$ cat src/rtl/accel_job_dispatcher.sv
// Host-side initiator for the iterative accelerator: issues one start/ready handshake per operand
// and queues each result (or a timeout error tag) in a first-word fall-through FIFO.
module accel_job_dispatcher #(
  parameter int DW      = 16,
  parameter int RW      = 16,
  parameter int DEPTH   = 4,
  parameter int BUSY_TO = 4,
  parameter int DONE_TO = 255
) (
  input  logic          clk,
  input  logic          rst,
  input  logic          in_valid,
  input  logic [DW-1:0] in_data,
  output logic          in_ready,
  input  logic          acc_ready,
  input  logic [RW-1:0] acc_result,
  output logic          acc_start,
  output logic [DW-1:0] acc_x,
  output logic          out_valid,
  output logic [RW-1:0] out_data,
  output logic          out_err,
  input  logic          out_ready,
  output logic          busy,
  output logic [7:0]    job_count
);

  localparam int AW   = $clog2(DEPTH);
  localparam int CW   = AW + 1;
  localparam int TMAX = (DONE_TO > BUSY_TO) ? DONE_TO : BUSY_TO;
  localparam int TW   = $clog2(TMAX + 1);

  typedef enum logic [2:0] {IDLE, ARM, START, WAIT_BUSY, WAIT_DONE} state_t;

  state_t        state, state_nxt;
  logic [TW-1:0] timer, timer_nxt;
  logic          accept, pop, push, push_err;
  logic [RW-1:0] push_data;

  logic [RW-1:0] mem_data [DEPTH];
  logic          mem_err  [DEPTH];
  logic [AW-1:0] wr_ptr, rd_ptr;
  logic [CW-1:0] fifo_count;

  // Only one job is ever in flight, so gating acceptance on a free slot guarantees room for its push.
  assign in_ready  = (state == IDLE) && (fifo_count < CW'(DEPTH));
  assign accept    = in_valid && in_ready;
  assign out_valid = (fifo_count != '0);
  assign pop       = out_valid && out_ready;
  assign out_data  = out_valid ? mem_data[rd_ptr] : '0;
  assign out_err   = out_valid ? mem_err[rd_ptr]  : 1'b0;
  assign busy      = (state != IDLE);

  always_comb begin
    state_nxt = state;
    timer_nxt = timer;
    push      = 1'b0;
    push_err  = 1'b0;
    push_data = '0;
    case (state)
      IDLE:  if (accept) state_nxt = ARM;
      ARM:   if (acc_ready) state_nxt = START;
      START: begin
        timer_nxt = '0;
        state_nxt = WAIT_BUSY;
      end
      WAIT_BUSY: begin
        if (!acc_ready) begin
          timer_nxt = '0;
          state_nxt = WAIT_DONE;
        end else if (timer == TW'(BUSY_TO - 1)) begin
          push      = 1'b1;
          push_err  = 1'b1;
          timer_nxt = '0;
          state_nxt = IDLE;
        end else begin
          timer_nxt = timer + TW'(1);
        end
      end
      WAIT_DONE: begin
        if (acc_ready) begin
          push      = 1'b1;
          push_data = acc_result;
          timer_nxt = '0;
          state_nxt = IDLE;
        end else if (timer == TW'(DONE_TO - 1)) begin
          push      = 1'b1;
          push_err  = 1'b1;
          timer_nxt = '0;
          state_nxt = IDLE;
        end else begin
          timer_nxt = timer + TW'(1);
        end
      end
      default: state_nxt = IDLE;
    endcase
  end

  // acc_start is high only while in START, so it can never stay up for two cycles.
  always_ff @(posedge clk or posedge rst) begin
    if (rst) begin
      state     <= IDLE;
      timer     <= '0;
      acc_start <= 1'b0;
      acc_x     <= '0;
      job_count <= '0;
    end else begin
      state     <= state_nxt;
      timer     <= timer_nxt;
      acc_start <= (state_nxt == START);
      if (accept) acc_x <= in_data;
      if (push) job_count <= job_count + 8'd1;
    end
  end

  always_ff @(posedge clk or posedge rst) begin
    if (rst) begin
      wr_ptr     <= '0;
      rd_ptr     <= '0;
      fifo_count <= '0;
    end else begin
      if (push) wr_ptr <= wr_ptr + AW'(1);
      if (pop)  rd_ptr <= rd_ptr + AW'(1);
      case ({push, pop})
        2'b10:   fifo_count <= fifo_count + CW'(1);
        2'b01:   fifo_count <= fifo_count - CW'(1);
        default: fifo_count <= fifo_count;
      endcase
    end
  end

  // Storage needs no reset: the head is masked to zero whenever the FIFO is empty.
  always_ff @(posedge clk) begin
    if (push) begin
      mem_data[wr_ptr] <= push_data;
      mem_err[wr_ptr]  <= push_err;
    end
  end

endmodule

$ cat config.mk
export PLATFORM = sky130hd
export DESIGN_NAME = accel_job_dispatcher
export DESIGN_NICKNAME = d
export VERILOG_FILES = /design/src/rtl/accel_job_dispatcher.sv
export SDC_FILE = /design/constraint.sdc
export NUM_CORES = 1
export LEC_CHECK = 0
export ABC_AREA = 1
export CAP_MARGIN = 15
export CORE_MARGIN = 1
export CORE_UTILIZATION = 30
export CTS_CLUSTER_DIAMETER = 200
export DETAILED_ROUTE_END_ITERATION = 7
export GPL_TIMING_DRIVEN = 1
export HOLD_SLACK_MARGIN = 0.15
export PLACE_DENSITY = 0.56
export SLEW_MARGIN = 30
export SYNTH_ARGS = -nofsm -noshare
export SYNTH_HDL_FRONTEND = slang
export SYNTH_SLANG_ARGS = --single-unit
$ cat constraint.sdc
create_clock -name clk -period 2.25 [get_ports clk]
set_input_delay 0.5625 -clock clk [delete_from_list [all_inputs] [get_ports clk]]
set_output_delay 0.5625 -clock clk [all_outputs]
set_load 0.01 [all_outputs]
==> impl_metrics.py <==
metrics = {
    "sta": {
        "finalWorstSetupSlack_ps": 99.0,
        "fin_skew_ps": 5.53,
        "fin_crit_ps": 2150,
        "final-max-slew-violation-count": 0,
        "relSlewSlack_pct": 67.2,
        "setup_violations": 0,
        "worst_slew_pin_slew_ps": 488,
        "max_freq_ghz": 0.465,
        "report.final.hold_viol_count": 0,
        "grt_setup_unrepaired": "true",
        "fin_crit_sh_pct": 95.6,
    },
    "worst_setup_path": {
        "critPathLaunchType": "register",
        "setup.worst_path.start": "timer[0]$_DFFE_PP0P_",
        "critPathSlowestCell": "dfrtp_1",
        "setup.reg_to_reg.worst_slack_ps": 100,
        "cp.buffers_inverters": 3,
        "worstPathCellList": "buf_4 -> ha_1 -> nand2_1 -> nor2_1 -> nand3_1 -> nand2_2 -> inv_1 -> ha_1 -> inv_1 -> fa_1 -> a21oi_1 -> o21ai_1 -> xnor2_1",
        "critPathCaptureType": "register",
        "crit_family": "adder cells",
        "cp.depth": 13,
        "critPathKind": "reg -> reg",
        "r2r_end": "fifo_count[2]$_DFFE_PP0P_",
        "timing.rr.start": "timer[0]$_DFFE_PP0P_",
        "cp.arrival_ps": 2390,
        "cp.required_ps": 2490,
        "max_stage_delay_ps": 380,
        "worstPathMaxFanout": 3,
        "endpoint": "fifo_count[2]$_DFFE_PP0P_",
        "rr_worst_depth": 13,
    },
    "status": {
        "status": "finished clean",
    },
    "synthesis": {
        "synth_enable_flop_cells": 68,
        "yosysTopAreaCell": "edfxtp_1",
        "synth_area_per_cell_um2": 9.74,
        "ys_ff_latch": 111,
        "synth-seq-area-share_pct": 62.0,
        "yosys.area_share.adder_pct": 2.39,
        "synth_top_area_share_pct": 40.6,
        "yosys.area_share.xor_xnor_pct": 2.09,
        "syn-cell-area_um2": 5030,
        "yosys_warnings": 0,
        "synth_top_family_by_area": "simple AND/OR/NAND/NOR gates",
        "synth_compound_area_share_pct": 6.40,
        "synth_fp_nets": 562,
        "yosys-mux-area-fraction_pct": 0,
        "ys_types": 28,
        "synth_cells": 516,
        "synthArstFlopShare_pct": 38.7,
        "ys.flop_type": "edfxtp_1",
        "synth.most_common_cell": "nand2_1",
        "synthTopCellsByCount": "111 x nand2_1, 104 x nor2_1, 68 x edfxtp_1",
        "synthTopCellsByArea": "edfxtp_1 41%, dfrtp_1 21%, nand2_1 8.3%",
        "synthSimpleGateAreaFrac_pct": 22.0,
    },
    "clocking": {
        "clock-sinks": 111,
        "root_buffer": "clkbuf_16",
        "numCtsBuffers": 9,
        "cts_max_level": 3,
        "clk_pin_slew_ps": 70,
        "cts_buffer_depth": 2,
        "cts_tree": "yes",
        "clk_latency_ps": 350,
    },
    "pwr": {
        "peakVddDrop_mv": 0.507,
        "power_leakage_nw": 2.82,
        "design_power_total_mw": 7.28,
        "power_density_nw_per_um2": 1110,
    },
    "floorplan": {
        "die_h_um": 131,
        "io_pins": 82,
        "start_util_pct": 31.2,
        "rows": 46,
        "core_area_um2": 16100,
        "die_area_um2": 17300,
        "die_x_um": 131,
    },
    "cells_and_area": {
        "nets": 673,
        "layout.area.seq_um2": 3120,
        "final_area_um2": 6580,
        "area_growth_pct": 31.0,
        "multi_input_area_um2": 1660,
        "drive_gt1_share_pct": 14.9,
        "n_fill_cell": 1568,
        "n_antenna_cell": 0,
        "stdcell_count": 848,
    },
    "routing": {
        "post_drt_wl_per_cell_um": 13.4,
        "drt_iter0_drc": 299,
        "wl_um": 11300,
        "final_antenna_net_count": 0,
        "drc": 0,
        "viasPerCell": 4.40,
        "via_count": 3727,
        "firstDrtPassIters": 4,
    },
    "grt": {
        "track_usage_pct": 13.8,
        "grt_pass1_wl_um": 19100,
        "grt_max_degree": 44,
        "overflow": 0,
        "antenna_found_initial": 0,
        "grt_pass1_vias": 3805,
    },
    "worst_hold_path": {
        "hold_path.class": "reg -> reg",
    },
    "flow_run": {
        "drv_cap": 0,
    },
    "place": {
        "dp_slack_ps": -252,
        "hpwl_um": 7770,
        "portBuffers": 81,
        "place_area_um2": 6280,
        "dpl.cell_count": 821,
        "routabilityCongestion": 0.772,
    },
}
kinds of logic after synthesis:
logic type      count (synthesis)
compound gates                 63
xor+xnor                       12
fa+ha+maj                       9
buf+inv                        57
flops                         111
simple gates                  264
where the power goes:
group	switching, mW	leakage [nW]	internal (mW)
Clock	0.747	0.138	0.771
Sequential	0.235	1.20	2.46
Combinational	1.64	1.48	1.43
worst min-delay path, cell delays in order (launching register included):
cell and delay, ps:
dfrtp_1 350, nand2_1 50, nand2_1 50
cell type report:
class,instances,share of cell area [%]
Multi-Input combinational cell,348,25.2
Sequential cell,111,47.4
Tap cell,216,4.10
Inverter,35,2.07
Clock buffer,10,3.48
Timing Repair Buffer,122,17.0
Clock inverter,6,0.798
sequential cells by signal (all words and copies together) (netlist names):
name / cells
state: 3
fifo_count: 3
mem_data: 64
job_count: 8
timer: 8
acc_x: 16
rd_ptr: 2
mem_err: 4
acc_start: 1
wr_ptr: 2
routing by layer:
| metal | global-route usage [%] | wire length [um] |
|---|---|---|
| met2 | 23.3 | 5490 |
| met1 | 17.1 | 5020 |
| met3 | 4.86 | 747 |
| met4 | 2.65 | 63 |
| met5 | 0 | 0 |
through the flow:
stage,setup TNS [ps],utilization [%],hold WS (ps)
CTS,-16.6,41.1,486
floorplan,0,-,466
detailed placement,-8860,39.0,461
finish,0,40.9,479
global placement,-7050,39.0,454
global route,-70.3,40.9,507
what timing repair did:
| action | 4_1_cts | 5_1_grt |
|---|---|---|
| resized for setup | 54 | 22 |
| hold buffers | 0 | 0 |
| buffers inserted | 8 | 3 |
| pin swaps | 3 | 9 |
| gates cloned | 1 | 0 |
| endpoints found under the setup margin | 19 | 20 |
layout by cell type, fill, tap and decap left out, drive strengths merged, types with 19 or more instances in the layout:
cell type	synthesis	routed
edfxtp	68	68
a21oi	19	19
nor2	109	109
dfrtp	43	43
buf	17	49
o21ai	41	41
clkdlybuf4s50	0	62
nand3	33	33
clkbuf	5	19
inv	35	38
nand2	119	119
how the worst min path moves through the flow:
stage	end	from	slack [ps]	depth (start not counted)
after detailed placement	acc_x[15]$_DFFE_PP0P_	acc_x[15]$_DFFE_PP0P_	460	2
final	acc_x[6]$_DFFE_PP0P_	acc_x[6]$_DFFE_PP0P_	480	2
after global routing	acc_x[2]$_DFFE_PP0P_	acc_x[2]$_DFFE_PP0P_	510	2
after floorplan	acc_start$_DFF_PP0_	state[2]$_DFF_PP0_	470	1
after global placement	acc_x[2]$_DFFE_PP0P_	acc_x[2]$_DFFE_PP0P_	450	2
after CTS	acc_x[15]$_DFFE_PP0P_	acc_x[15]$_DFFE_PP0P_	490	2
Note: power is estimated with default switching activity, not from simulation.
